File: config.mk
export PLATFORM = sky130hd
export DESIGN_NAME = ysyx_24080014_mem_arbiter
export DESIGN_NICKNAME = d
export VERILOG_FILES = /design/src/rtl/ysyx_24080014_mem_arbiter.sv
export SDC_FILE = /design/constraint.sdc
export NUM_CORES = 1
export LEC_CHECK = 0
export ABC_CLOCK_PERIOD_IN_PS = 1460
export BUFFER_PORTS_ARGS = -buffer_cell sky130_fd_sc_hd__buf_2
export CAP_MARGIN = 25
export CORE_MARGIN = 5
export CORE_UTILIZATION = 41
export CTS_CLUSTER_DIAMETER = 120
export DETAILED_ROUTE_END_ITERATION = 8
export PLACE_DENSITY = 0.75
export SLEW_MARGIN = 20
export SYNTH_ARGS = -nofsm -noshare
export SYNTH_HDL_FRONTEND = slang
export SYNTH_SLANG_ARGS = --single-unit
File: constraint.sdc
create_clock -name clk -period 1.46 [get_ports clk]
set_input_delay 0.073 -clock clk [delete_from_list [all_inputs] [get_ports clk]]
set_output_delay 0.073 -clock clk [all_outputs]
set_load 0.005 [all_outputs]
File: src/rtl/ysyx_24080014_mem_arbiter.sv
// Two-master (IFU/LSU) arbiter and sequencer for the shared memory port.
// Build option: YSYX_24080014_ARB_RR_EN selects round-robin, else LSU-first.
//
// Ports:
//   clk, rst         : clock, synchronous active-high reset
//   ifu_req_*        : IFU read request handshake (addr only)
//   ifu_rsp_valid/rdata : one-cycle fetch response
//   lsu_req_*        : LSU load/store request handshake
//   lsu_rsp_valid/rdata : one-cycle load/store response (rdata 0 for stores)
//   mem_req_*        : registered command toward memory, valid/ready
//   mem_rsp_valid/rdata : memory read data or write ack
module ysyx_24080014_mem_arbiter (
  input  logic        clk,
  input  logic        rst,
  input  logic        ifu_req_valid,
  output logic        ifu_req_ready,
  input  logic [31:0] ifu_addr,
  output logic        ifu_rsp_valid,
  output logic [31:0] ifu_rdata,
  input  logic        lsu_req_valid,
  output logic        lsu_req_ready,
  input  logic        lsu_wen,
  input  logic [31:0] lsu_addr,
  input  logic [31:0] lsu_wdata,
  input  logic [7:0]  lsu_wmask,
  output logic        lsu_rsp_valid,
  output logic [31:0] lsu_rdata,
  output logic        mem_req_valid,
  output logic        mem_wen,
  input  logic        mem_req_ready,
  output logic [31:0] mem_addr,
  output logic [31:0] mem_wdata,
  output logic [7:0]  mem_wmask,
  input  logic        mem_rsp_valid,
  input  logic [31:0] mem_rdata
);

  typedef enum logic [1:0] {
    IDLE,
    REQ,
    WAIT,
    RESP
  } state_t;

  typedef struct packed {
    logic        lsu;
    logic        wen;
    logic [31:0] addr;
    logic [31:0] wdata;
    logic [7:0]  wmask;
  } cmd_t;

  state_t      state;
  cmd_t        cmd;
  cmd_t        nxt_cmd;
  logic [31:0] rsp_q;
  logic [31:0] cap_data;
  logic        req_v_q;
  logic        ifu_rv_q;
  logic        lsu_rv_q;
  logic        grant_ifu;
  logic        grant_lsu;
  logic        idle;
  logic        accept;

`ifdef YSYX_24080014_ARB_RR_EN
  logic        last_lsu;

  // On contention the master that did not win last time goes first.
  always_comb begin
    grant_ifu = 1'b0;
    grant_lsu = 1'b0;
    priority case (1'b1)
      lsu_req_valid && (!ifu_req_valid || !last_lsu):
        grant_lsu = 1'b1;
      ifu_req_valid:
        grant_ifu = 1'b1;
      default: ;
    endcase
  end
`else
  always_comb begin
    grant_ifu = 1'b0;
    grant_lsu = 1'b0;
    priority case (1'b1)
      lsu_req_valid: grant_lsu = 1'b1;
      ifu_req_valid: grant_ifu = 1'b1;
      default: ;
    endcase
  end
`endif

  assign idle   = (state == IDLE) && !rst;
  assign accept = idle && (grant_ifu || grant_lsu);

  assign ifu_req_ready = idle && grant_ifu;
  assign lsu_req_ready = idle && grant_lsu;

  // Fetches carry no write fields.
  always_comb begin
    nxt_cmd = '0;
    if (grant_lsu) begin
      nxt_cmd.lsu   = 1'b1;
      nxt_cmd.wen   = lsu_wen;
      nxt_cmd.addr  = lsu_addr;
      nxt_cmd.wdata = lsu_wdata;
      nxt_cmd.wmask = lsu_wmask;
    end else begin
      nxt_cmd.addr  = ifu_addr;
    end
  end

  // A store ack carries no data; keep the response word clean.
  assign cap_data = cmd.wen ? 32'h0 : mem_rdata;

  always_ff @(posedge clk) begin
    if (rst) begin
      state    <= IDLE;
      cmd      <= '0;
      rsp_q    <= 32'h0;
      req_v_q  <= 1'b0;
      ifu_rv_q <= 1'b0;
      lsu_rv_q <= 1'b0;
`ifdef YSYX_24080014_ARB_RR_EN
      last_lsu <= 1'b0;
`endif
    end else begin
      ifu_rv_q <= 1'b0;
      lsu_rv_q <= 1'b0;
      unique case (state)
        IDLE: begin
          if (accept) begin
            cmd     <= nxt_cmd;
            req_v_q <= 1'b1;
            state   <= REQ;
`ifdef YSYX_24080014_ARB_RR_EN
            last_lsu <= grant_lsu;
`endif
          end
        end
        REQ: begin
          if (mem_req_ready) begin
            req_v_q <= 1'b0;
            if (mem_rsp_valid) begin
              rsp_q    <= cap_data;
              ifu_rv_q <= !cmd.lsu;
              lsu_rv_q <= cmd.lsu;
              state    <= RESP;
            end else begin
              state    <= WAIT;
            end
          end
        end
        WAIT: begin
          if (mem_rsp_valid) begin
            rsp_q    <= cap_data;
            ifu_rv_q <= !cmd.lsu;
            lsu_rv_q <= cmd.lsu;
            state    <= RESP;
          end
        end
        RESP: begin
          state <= IDLE;
        end
        default: begin
          state <= IDLE;
        end
      endcase
    end
  end

  assign mem_req_valid = req_v_q;
  assign mem_wen       = cmd.wen;
  assign mem_addr      = cmd.addr;
  assign mem_wdata     = cmd.wdata;
  assign mem_wmask     = cmd.wmask;

  assign ifu_rsp_valid = ifu_rv_q;
  assign lsu_rsp_valid = lsu_rv_q;
  assign ifu_rdata     = rsp_q;
  assign lsu_rdata     = rsp_q;

endmodule

==> results of run 1 <==
[power breakdown]
| part | internal, mW | switching [mW] | total (mW) |
|---|---|---|---|
| sequential | 3.60 | 0.376 | 3.98 |
| clock | 1.26 | 1.10 | 2.35 |
| combinational | 2.74 | 2.25 | 4.98 |
| total | 7.60 | 3.72 | 11.3 |
[worst max-delay path, delay by kind of cell (launching register included)]
kind                     cells  cell delay, ns
buffers and inverters        2            0.36
adder cells (fa/ha/maj)      1            0.17
flip-flops                   1            0.38
AO/OA/AOI/OAI                1            0.22
AND/OR/NAND/NOR              2            0.26
[per-stage QoR]
stage	worst slack [ns]	hold WS, ns	util (%)	power, mW
after detailed placement	-0.0944	0.328	48.5	7.19
after global routing	-0.0979	0.0181	63.7	12.0
final	-0.0432	0.00902	63.7	11.3
after floorplan	-0.00602	0.223	-	6.44
after CTS	-0.0436	0.00206	57.9	10.0
after global placement	-0.0531	0.320	48.5	7.14
[state kept, by name, summed over array words and instances (netlist names)]
register / count
mem_wdata: 32
cmd: 1
ifu_rdata: 32
mem_addr: 32
state: 2
ifu_rsp_valid: 1
mem_wmask: 8
mem_wen: 1
mem_req_valid: 1
lsu_rsp_valid: 1
[synth_stat cells, types with 3 or more instances]
cell / count / area share (%)
sky130_fd_sc_hd__mux2i_1: 32 / 6.1
sky130_fd_sc_hd__clkbuf_1: 12 / 0.86
sky130_fd_sc_hd__a21oi_1: 33 / 3.2
sky130_fd_sc_hd__a211oi_2: 17 / 4.1
sky130_fd_sc_hd__dfxtp_1: 111 / 43
sky130_fd_sc_hd__nand3b_1: 32 / 4.6
sky130_fd_sc_hd__buf_2: 20 / 1.9
sky130_fd_sc_hd__buf_4: 108 / 16
sky130_fd_sc_hd__nand2_1: 34 / 2.4
sky130_fd_sc_hd__a211oi_1: 17 / 2.4
sky130_fd_sc_hd__buf_1: 3 / 0.22
sky130_fd_sc_hd__inv_1: 4 / 0.29
sky130_fd_sc_hd__nor2_1: 76 / 5.5
sky130_fd_sc_hd__a22oi_1: 42 / 6.0
sky130_fd_sc_hd__ha_1: 4 / 0.96
[worst paths after layout]
path	cells past startpoint	slack, ns	to
max reg2reg	6	-0.04	mem_wmask[0]$_SDFFE_PP0P_
min	2	0.009	cmd[73]$_SDFFE_PP0P_
max	6	-0.04	mem_wmask[0]$_SDFFE_PP0P_
min reg2reg	2	0.46	ifu_rdata[8]$_SDFFE_PP0P_
[repair_timing]
action / CTS / global route
endpoints found under the hold margin: 74 / 0
endpoints found under the setup margin: 108 / 110
setup buffers: 5 / 9
cloned: 2 / 15
hold buffers: 74 / 0
pin swaps: 0 / 26
gates resized for setup: 12 / 92
[per-layer routing]
layer,up-vias,wire (microns)
li1,2389,-
met1,2313,6620
met2,242,8500
met3,32,1440
met4,0,391
met5,-,0
[final cells by class]
type	count	share of cell area [%]
inverters	5	0.328
multi-input cells	306	29.1
well taps	172	2.69
flip-flops and latches	111	27.9
clock buffers	12	3.21
repair buffers	407	36.5
clock inverters	4	0.375
[cells by family (layout without fill, tap and decap cells)]
logic type,after synthesis,after routing
AO/OA/AOI/OAI,117,117
adder cells (fa/ha/maj),4,4
buffers and inverters,150,428
flip-flops,111,111
multiplexers,32,32
AND/OR/NAND/NOR,153,153
==> results.txt, run 1 <==
* Mapped cell area: 5220 sq um
- The count of final hold-check violations was 0.
* Sequential-to-total area share from yosys stat: a little over two fifths
- Across all setup checks in the final design, the least slack found is -0.0432 ns.
- Post-Syn Instances: 567
- Final setup violation count: 20
* Commonest non-fill, non-tap cells in the layout: sky130_fd_sc_hd__buf_2, sky130_fd_sc_hd__dfxtp_1, sky130_fd_sc_hd__dlygate4sd3_1
* Share of post-route cells with drive strength above 1: 52.0%
* Iteration count of the initial detailed-routing pass: 4
- The region available for standard cell placement spans 12600 sq um.
- X dimension of the die: 123 microns
* Power per cell area: around 1400 nW/um^2
- Clock tree from TritonCTS: yes
- Counting flops with a built-in enable in the synthesized netlist gives 0.
- around 290 I/O pins were placed.
* Number of H-tree levels: 3
* Post-placement cell area: 6100 sq um
- Post-route minimum period: ~1.5 ns
- The congestion estimate from routability-driven global placement came to 0.751.
- In this run the clock root is driven by a sky130_fd_sc_hd__clkbuf_16.
* Site Rows: 41
* Placed Instances: 896
* Largest driver fanout on the critical path: 21
* Most heavily used metal layer in global routing: met2
- Global route overflow: 0
* Via count of the first global-routing pass: ~4600
- Relative to the synthesized area, the layout overhead comes to 53.4%.
- Top FF cell, synth: sky130_fd_sc_hd__dfxtp_1
* Critical-path top delay cell: sky130_fd_sc_hd__dfxtp_4
* Headroom to the max-slew limit: 74.6%
- On the worst path, the slowest cell contributes a delay of 0.38 ns.
* Total nets after synthesis: 714
- Xor-xnor portion of the synthesized cell area: 0%
- Min-delay src: rst
- Share of synthesized flip-flops with an asynchronous set or reset: 0%
- Area of the die: 15100 sq um
- The number of antenna diodes in the final layout is 0.
- Summing all multi-input logic gate instances after layout gives 2330 sq um.
* Number of library cell types mapped by synthesis: 33
* Detailed placement HPWL: 9540 microns
* Critical Path Source: state[0]$_SDFFE_PP0P_
- In the global route stage, met1 resource usage came out at 21.8%.
- The synthesized netlist devotes 0.959% of its cell area to adder and majority cells.
- The first global-routing pass estimated 22400 microns of wire.
* Clock Tree Buf Depth: 2
- With fillers left out, the area of the finished cells amounts to 8000 sq um.
* Sum of negative setup slack: -0.230 ns
- Number of warnings printed during yosys synthesis: 0
- The detailed router finished its first iteration with around 250 violations.
* Violations in the final reports: setup timing
* RSZ-0062 raised after global routing: true
* Global-route usage over all layers: 18.6%
- Main combinational cell family by area after synthesis: buffers and inverters
* Most frequent standard cell in the layout excluding fill and tap cells: sky130_fd_sc_hd__buf_2
- Nets: 987
* Initial antenna violation count: 0
- Maxcap violations: 0
- The die is 123 microns tall.
* VDD IR-drop max: between 0.0007 and 0.0008 V
* Initial Util: 41.5%
* Count of nets left with antenna violations after detail routing: 0
* Crit end category: flop
* Area fraction in compound gates after synthesis: 16.7%
- The setup path with the least slack is of type flop to flop.
* Routed vias/inst: 4.89
* Required time at the endpoint of the critical path: ~1.7 ns
- In this run, synthesis produced a sequential element count of 111.
- The tree built by TritonCTS fans out to between 100 and 150 sinks.
* Outcome: finished, violations left
- Launching element type of the critical path: flop
- In the routed design, unresolved DRC markers number 0.
- Of the total synthesized cell area, the portion taken by AND, OR, NAND and NOR gates is 14.2%.
* Fillers: 974
* Arrival time of data at the critical path endpoint: 1.73 ns
- Dividing the detail-routed wire length by the instance count gives 16.7 microns.
* Post-route insts no fill: 1017
- After detailed routing, the total wire length is between 15000 and 20000 microns.
* Static Leak: 3.71 nW
- Across the whole layout, storage elements account for 2230 sq um.
- GR Layer Usage met2: 31.4%
- The worst hold path belongs to the class input pin to flop.
- Pin count of the biggest net entering global routing: between 60 and 70
- In the global route stage, met3 resource usage came out at under 10%.
- For the pin with the worst max-slew slack, the measured transition is 0.377 ns.
* Period utilization: 103%
* Ordered cell list for the critical path: inv_4 -> ha_4 -> and3_4 -> bufbuf_16 -> a22oi_1 -> nor2_1
- CTS Buf Count: 9
- Clock Latency Late Sink: 0.34 ns
* Port Buf Inserts: 284
* Clock-pin transition on the worst setup and hold timing paths: 0.07 ns
- Averaged over all synthesized cells, the footprint is 9.20 sq um.
- Share of cell area taken by muxes after synthesis: 6.14%
- For the final database, setup skew stands at just over 0.008 ns.
* Startpoint of the most critical register-to-register path: state[0]$_SDFFE_PP0P_
* Number of vias after detailed routing: between 4000 and 5000
- Pins over their slew limit: 0
* FMAX: 0.665 GHz
Note: power is estimated with default switching activity, not from simulation.
==> run 2: changes to the inputs <==
Settings changed: RECOVER_POWER set to 100.
==> results.txt, run 2 (same netlist as run 1, synthesis figures left out) <==
- Outcome: finished, violations left
- Violations in the final reports: setup timing
- Period utilization: 103%
- Critical setup path kind: flop to flop
- The detailed router finished its first iteration with 262 violations.
- Input and output buffers added on the ports amount to around 280.
- Maxcap violations: 0
- The tree is rooted in a sky130_fd_sc_hd__clkbuf_16.
- Count of nets left with antenna violations after detail routing: 0
* X dimension of the die: 123 microns
- Core Footprint: 12600 sq um
- Hold Violations, Final: 0
- The worst path in the final design needs a cycle of approximately 1.5 ns, including I/O delays and setup.
- Summing over every cut layer, the via total after detailed routing is 4980.
- STA classifies the critical path startpoint as a flop.
- At the worst endpoint, the required time is 1.68 ns.
* Placed Instances: 896
- Setup repair after global routing could not meet its margin everywhere.
- Detailed-route DRC error count: 0
- Relative to the synthesized area, the layout overhead comes to 51.1%.
- At the end of the flow, the number of nets in the layout was between 900 and 1000.
- Post-route insts no fill: just over 1000
* Headroom to the max-slew limit: 74.6%
- Crit end category: flop
- Final standard cell utilization of the core: a little over three fifths
- The tightest min-delay check is of the input pin to flop type.
- Slew at the pin closest to its max-slew limit: 0.377 ns
- Hold Path Depth: 2
- Initial antenna violation count: 0
* Detailed-route wire length per cell: approximately 17 microns
- Routability Congestion: 0.751
- Pins over their slew limit: 0
- The first global-routing pass estimated between 20000 and 25000 microns of wire.
* Final setup violation count: 18
- Using the TritonRoute via totals, the vias-per-cell ratio works out to between 4 and 5.
* Worst-case clock skew: 0.00855 ns
- CTS Buf Count: 9
- Global-route usage over all layers: 18.6%
- Worst r2r path cells: 6
- TritonCTS built the clock tree.
- Clock Tree Buf Depth: 2
- Arrival time of data at the critical path endpoint: between 1.5 and 2 ns
* Global route overflow: 0
- Once routing completed, OpenROAD measured the worst setup slack at -0.0418 ns.
* Share of post-route cells with drive strength above 1: 40.8%
* WL final: 17000 microns
- Capture point of the worst reg-to-reg path: mem_wdata[27]$_SDFFE_PP0P_
- Total clock sinks: 111
* Iteration count of the initial detailed-routing pass: 4
* Site Rows: 41
- Ant diodes: 0
* Clock Latency Late Sink: around 0.34 ns
- The path with the worst hold slack has its endpoint at cmd[73]$_SDFFE_PP0P_.
- For this design the top-level I/O count stands at ~290.
- Area of the die: about 15000 sq um
- Static Leak: ~3.3 nW
* Setup slack of the most critical reg-to-reg path: -0.04 ns
- Min-delay src: rst
- In this run the worst path has a maximum fanout of 10.
- The worst register-to-register path begins at state[0]$_SDFFE_PP0P_.
* Power per cell area: 1420 nW/um^2
* Detailed placement HPWL: 9540 microns
- FMAX: between 0.6 and 0.7 GHz
- Commonest non-fill, non-tap cells in the layout: sky130_fd_sc_hd__buf_2, sky130_fd_sc_hd__dfxtp_1, sky130_fd_sc_hd__clkbuf_1
- Most frequent standard cell in the layout excluding fill and tap cells: sky130_fd_sc_hd__buf_2
- In this run the number of H-tree levels came out at 3.
* Initial Util: 41.5%
- After clock tree synthesis, the clock-pin slew on the worst setup and hold paths is 0.07 ns.
- Die Y: 123 microns
* VDD IR-drop max: 0.000709 V
- Entering global routing, the biggest net connects 61 pins.
- The number of global-route vias before repair came to 4615.
- Counting the fill cells in the layout gives approximately 1000.
==> run 2: cell count changes in the layout (fill, tap and decap cells not counted) <==
cell,change
sky130_fd_sc_hd__buf_2,-94
sky130_fd_sc_hd__buf_1,+2
sky130_fd_sc_hd__clkbuf_1,+92
==> run 2: timing repair <==
| action | 4_1_cts | 5_1_grt |
|---|---|---|
| endpoints found under the setup margin | 108 | 110 |
| resized for setup | 12 | 92 |
| buffers inserted | 5 | 9 |
| pin swaps | 0 | 26 |
| hold buffers | 74 | 0 |
| gates cloned | 2 | 15 |
| hold endpoints to repair | 74 | 0 |
==> run 2: power by group <==
group / leakage, nW / switching, mW / internal [mW]
clock: 0.139 / 1.10 / 1.26
combinational: 2.28 / 2.25 / 2.63
sequential: 0.908 / 0.387 / 3.60
total: 3.32 / 3.74 / 7.49
==> run 2: per-stage QoR <==
| stage | hold slack, ns | power (mW) | instance area, sq um | setup WS (ns) | setup TNS [ns] |
|---|---|---|---|---|---|
| detailed placement | 0.328 | 7.19 | 6100 | -0.0944 | -7.46 |
| floorplan | 0.223 | 6.44 | 5220 | -0.00602 | -0.174 |
| finish | 0.00883 | 11.2 | 7890 | -0.0418 | -0.226 |
| CTS | 0.00206 | 10.0 | 7270 | -0.0436 | -0.929 |
| global placement | 0.320 | 7.14 | 6100 | -0.0531 | -2.71 |
| global route | 0.0181 | 11.9 | 7890 | -0.0979 | -4.67 |
==> run 2: worst max-delay path: stages (launching register included) <==
cell and delay (ns):
sky130_fd_sc_hd__dfxtp_4 0.38, sky130_fd_sc_hd__inv_4 0.05, sky130_fd_sc_hd__ha_4 0.17, sky130_fd_sc_hd__and3_4 0.20, sky130_fd_sc_hd__bufbuf_16 0.29, sky130_fd_sc_hd__a22oi_2 0.20
sky130_fd_sc_hd__nor2_1 0.08
==> run 2: worst max path at each step <==
stage                           from  slack [ns]                         end  cells after the start
2_1_floorplan  state[1]$_SDFFE_PP0P_      -0.006   ifu_rdata[1]$_SDFFE_PP0P_                      7
3_5_place_dp   state[1]$_SDFFE_PP0P_       -0.09    mem_addr[9]$_SDFFE_PP0P_                      6
5_1_grt        state[0]$_SDFFE_PP0P_        -0.1   mem_wmask[0]$_SDFFE_PP0P_                      6
4_1_cts        state[0]$_SDFFE_PP0P_       -0.04  ifu_rdata[12]$_SDFFE_PP0P_                      7
3_3_place_gp   state[1]$_SDFFE_PP0P_       -0.05   mem_addr[26]$_SDFFE_PP0P_                      6
6_report       state[0]$_SDFFE_PP0P_       -0.04  mem_wdata[27]$_SDFFE_PP0P_                      6
==> run 2: cell type report <==
type	count	area (sq um)	share of cell area, %
clock inverters	4	30.0	0.381
multi-input cells	306	2330	29.5
inverters	5	26.3	0.333
well taps	172	215	2.73
repair buffers	407	2800	35.5
flip-flops and latches	111	2230	28.3
clock buffers	12	256	3.25
==> run 2: routing by layer <==
layer / vias to the layer above / routed length (microns) / track usage (%)
li1: 2386 / - / -
met1: 2326 / 6700 / 21.8
met2: 240 / 8500 / 31.4
met3: 28 / 1420 / 5.25
met4: 0 / 361 / 8.40
met5: - / 0 / 0
==> run 3: changes to the inputs <==
Settings changed: ABC_AREA set to 1, PLACE_DENSITY 0.75 to 0.74.
==> results.txt, run 3 <==
- Outcome: finished, violations left
- The checks that failed: setup timing.
- After synthesis, the share of flip-flops with an asynchronous set or reset is 0%.
- 285 I/O pins were placed.
* Root Buffer Master: sky130_fd_sc_hd__clkbuf_16
- Fillers: 1298
- Routed vias/inst: roughly 4.4
* Total clock sinks: 111
- Clock-pin slew was measured on the worst setup and hold paths at 0.07 ns.
- Data on the critical path is required at its endpoint by between 1 and 1.5 ns.
* Largest driver fanout on the critical path: 3
* Post-route insts no fill: between 1000 and 1500
- VDD IR-drop max: 0.000709 V
* Global route overflow: 0
* Routability Congestion: slightly above 0.8
* Commonest non-fill, non-tap cells in the layout: sky130_fd_sc_hd__nand2_1, sky130_fd_sc_hd__buf_2, sky130_fd_sc_hd__dfxtp_1
- In this run the power density over the cells is 1470 nW/um^2.
* Number of H-tree levels: 3
- Ordered cell list for the critical path: inv_2 -> ha_4 -> inv_4 -> nor2_4 -> nand2_2 -> inv_4 -> buf_8 -> buf_6
- No sink is reached through more buffers than the 2 on the longest clock path.
- Via count of the first global-routing pass: 4938
* Global-route wire length before repair: 23900 microns
* Clock tree from TritonCTS: yes
* WL final: about 16000 microns
* Startpoint of the most critical register-to-register path: state[1]$_SDFFE_PP0P_
* Port Buf Inserts: 284
- TritonCTS created 9 clock buffers.
- The later pin in the worst-skew pair is clocked with a latency of around 0.35 ns.
* Worst-case clock skew: approximately 0.006 ns
- Final setup violation count: 39
- Arrival time of data at the critical path endpoint: approximately 1.4 ns
* Count of flip-flops with a built-in enable after synthesis: 0
* Ant diodes: 0
* Nets: 1192
- The netlist uses 24 different library cells.
* Most instantiated cells after synthesis: sky130_fd_sc_hd__nand2_1, sky130_fd_sc_hd__buf_4, sky130_fd_sc_hd__dfxtp_1
- Path length in cells of the critical path: 8
- For the worst flop-to-flop path, the logic depth is 9.
- Initial antenna violation count: 0
* Die Y: 126 microns
- Pin count of the biggest net entering global routing: 58
- The detailed router finished its first iteration with 284 violations.
- Critical-path top delay cell: sky130_fd_sc_hd__dfxtp_2
- The largest single stage delay on the critical path is 0.33 ns.
- Most frequently used cell type in the post-synthesis netlist: sky130_fd_sc_hd__nand2_1
- In the routed design, unresolved DRC markers number 0.
- In this run the biggest area consumer among cell types represents 40.0% of the synthesized area.
* Number of warnings printed during yosys synthesis: 0
- Cell types occupying the most area after synthesis: sky130_fd_sc_hd__dfxtp_1, sky130_fd_sc_hd__nand2_1, sky130_fd_sc_hd__buf_4
- Number of buffer and inverter stages on the critical path: 5
- Pins over their slew limit: 0
* Detailed placement HPWL: 11100 microns
* Area taken by multi-input logic gates: roughly 2100 sq um
* Crit end category: output pin
* Placed Instances: 1154
* Final std cell area, no fill: between 7000 and 8000 sq um
- X dimension of the die: roughly 130 microns
* CP top delay family: buffers and inverters
- In this run the static leakage power is 3.60 nW.
- The critical path is of the flop to output pin type.
- Avg Cell Area, Syn: 6.77 sq um
* Iteration count of the initial detailed-routing pass: 5
- After floorplanning, the core was divided into 42 placement rows.
- Setup total negative slack on the finished layout was measured at -0.591 ns.
- The post-route netlist has 25.6% of its cells at a drive strength greater than 1.
- In the synthesized netlist the dominant register cell turns out to be sky130_fd_sc_hd__dfxtp_1.
* Headroom to the max-slew limit: 59.4%
* Post-route setup slack: -0.0519 ns
* Detailed-route wire length per cell: approximately 13 microns
- Period utilization: 104%
- Static timing analysis puts the maximum clock frequency at approximately 0.66 GHz.
* Launching element type of the critical path: flop
- Slew at the pin closest to its max-slew limit: around 0.61 ns
- The count of final hold-check violations came to 0.
* Area growth, synth to finish: 30.6%
- Across the run, the number of max-cap violations was 0.
* End of the critical path: lsu_req_ready
* Flop and latch count out of synthesis: 111
- Post-placement cell area: 6390 sq um
* Most frequent standard cell in the layout excluding fill and tap cells: sky130_fd_sc_hd__nand2_1
- Subtracting the final worst setup slack from the clock period gives 1.51 ns.
- Once the floorplan was initialized, standard cells occupied a little over two fifths of the core.
- The die covers between 15000 and 20000 sq um.
* Sequential-to-total area share from yosys stat: 40.0%
- Critical Path Source: state[1]$_SDFFE_PP0P_
* Count of nets left with antenna violations after detail routing: 0
- Global-route usage over all layers: 18.2%
- Counting every instance in the synthesized netlist gives 821.
* Register cell area after layout: 2220 sq um
- Number of vias after detailed routing: 5454
- RSZ-0062 raised after global routing: true
- Cell taking the most area after synthesis: sky130_fd_sc_hd__dfxtp_1
- Mapped cell area: 5560 sq um
* Setup slack of the most critical reg-to-reg path: -0.04 ns
- Top cell by count, worst path: sky130_fd_sc_hd__inv_4
* Worst hold-check slack: 0.0304 ns
* Path class of the lowest-slack min-delay path: input pin to flop
- The worst register-to-register path ends at mem_addr[8]$_SDFFE_PP0P_.
- The core region is approximately 13000 sq um.
- Total nets after synthesis: 968
[run 3: cell count changes after synthesis, moves of 19 or more]
cell and delta:
sky130_fd_sc_hd__inv_1 +73, sky130_fd_sc_hd__mux2i_1 -32, sky130_fd_sc_hd__o21ai_1 +19, sky130_fd_sc_hd__nand3b_1 -32, sky130_fd_sc_hd__nand2_1 +221, sky130_fd_sc_hd__a22oi_1 -42, sky130_fd_sc_hd__o21ai_0 +43, sky130_fd_sc_hd__nor2_1 +29
[run 3: final cells by class]
cell class	count	share of cell area, %
Multi-Input combinational cell	483	28.8
Timing Repair Buffer	359	29.3
Sequential cell	111	30.6
Clock buffer	10	3.29
Clock inverter	6	0.620
Tap cell	176	3.03
Inverter	81	4.36
[run 3: what timing repair did]
action | in CTS | in global routing
endpoints found under the hold margin | 42 | 0
hold buffers | 42 | 0
gates cloned | 0 | 5
gates resized for setup | 18 | 29
pin swaps | 4 | 1
buffers inserted | 8 | 1
setup endpoints to repair | 60 | 109
[run 3: logic make-up (layout without fill, tap and decap cells)]
logic type               Yosys count  after routing  share of synthesized area [%]
flip-flops                       111            111                           40.0
AO/OA/AOI/OAI                    112            112                           10.3
buffers and inverters            227            456                           23.8
adder cells (fa/ha/maj)            4              4                          0.901
AND/OR/NAND/NOR                  367            367                           25.0
[run 3: per-layer routing]
| layer | vias up | GRT usage (%) | wire (microns) |
|---|---|---|---|
| met2 | 197 | 32.2 | 8190 |
| met1 | 2408 | 21.1 | 6490 |
| met3 | 29 | 4.92 | 1090 |
| li1 | 2820 | - | - |
| met5 | - | 0 | 0 |
| met4 | 0 | 6.81 | 397 |
[run 3: worst min path at each step]
stage	end	depth (start not counted)	startpoint	slack, ns
final	ifu_rdata[21]$_SDFFE_PP0P_	5	mem_rdata[21]	0.03
after detailed placement	mem_wdata[6]$_SDFFE_PP0P_	3	lsu_wdata[6]	0.33
after CTS	ifu_rdata[21]$_SDFFE_PP0P_	5	mem_rdata[21]	0.02
after global placement	mem_wdata[18]$_SDFFE_PP0P_	3	lsu_wdata[18]	0.32
after floorplan	ifu_rsp_valid$_SDFF_PP0_	2	mem_rsp_valid	0.21
after global routing	ifu_rdata[14]$_SDFFE_PP0P_	5	mem_rdata[14]	0.04
[run 3: tightest hold or removal path: stages]
cell,delay [ns]
sky130_fd_sc_hd__buf_2,0.09
sky130_fd_sc_hd__nand2_1,0.05
sky130_fd_sc_hd__nand2_1,0.05
sky130_fd_sc_hd__nand2_1,0.05
sky130_fd_sc_hd__nor2_1,0.03
[run 3: per-stage QoR]
stage          utilization, %  setup slack [ns]  power (mW)
2_1_floorplan               -            0.0824        7.01
3_3_place_gp             48.3           -0.0755        7.88
3_5_place_dp             48.3            -0.124        7.94
4_1_cts                  54.4           -0.0216        10.6
5_1_grt                  54.8            -0.158        11.5
6_report                 54.8           -0.0519        10.7
[run 3: where the power goes]
group,switching (mW),internal (mW),total [mW]
clock,1.11,1.21,2.32
sequential,0.392,3.66,4.05
combinational,2.37,1.97,4.33
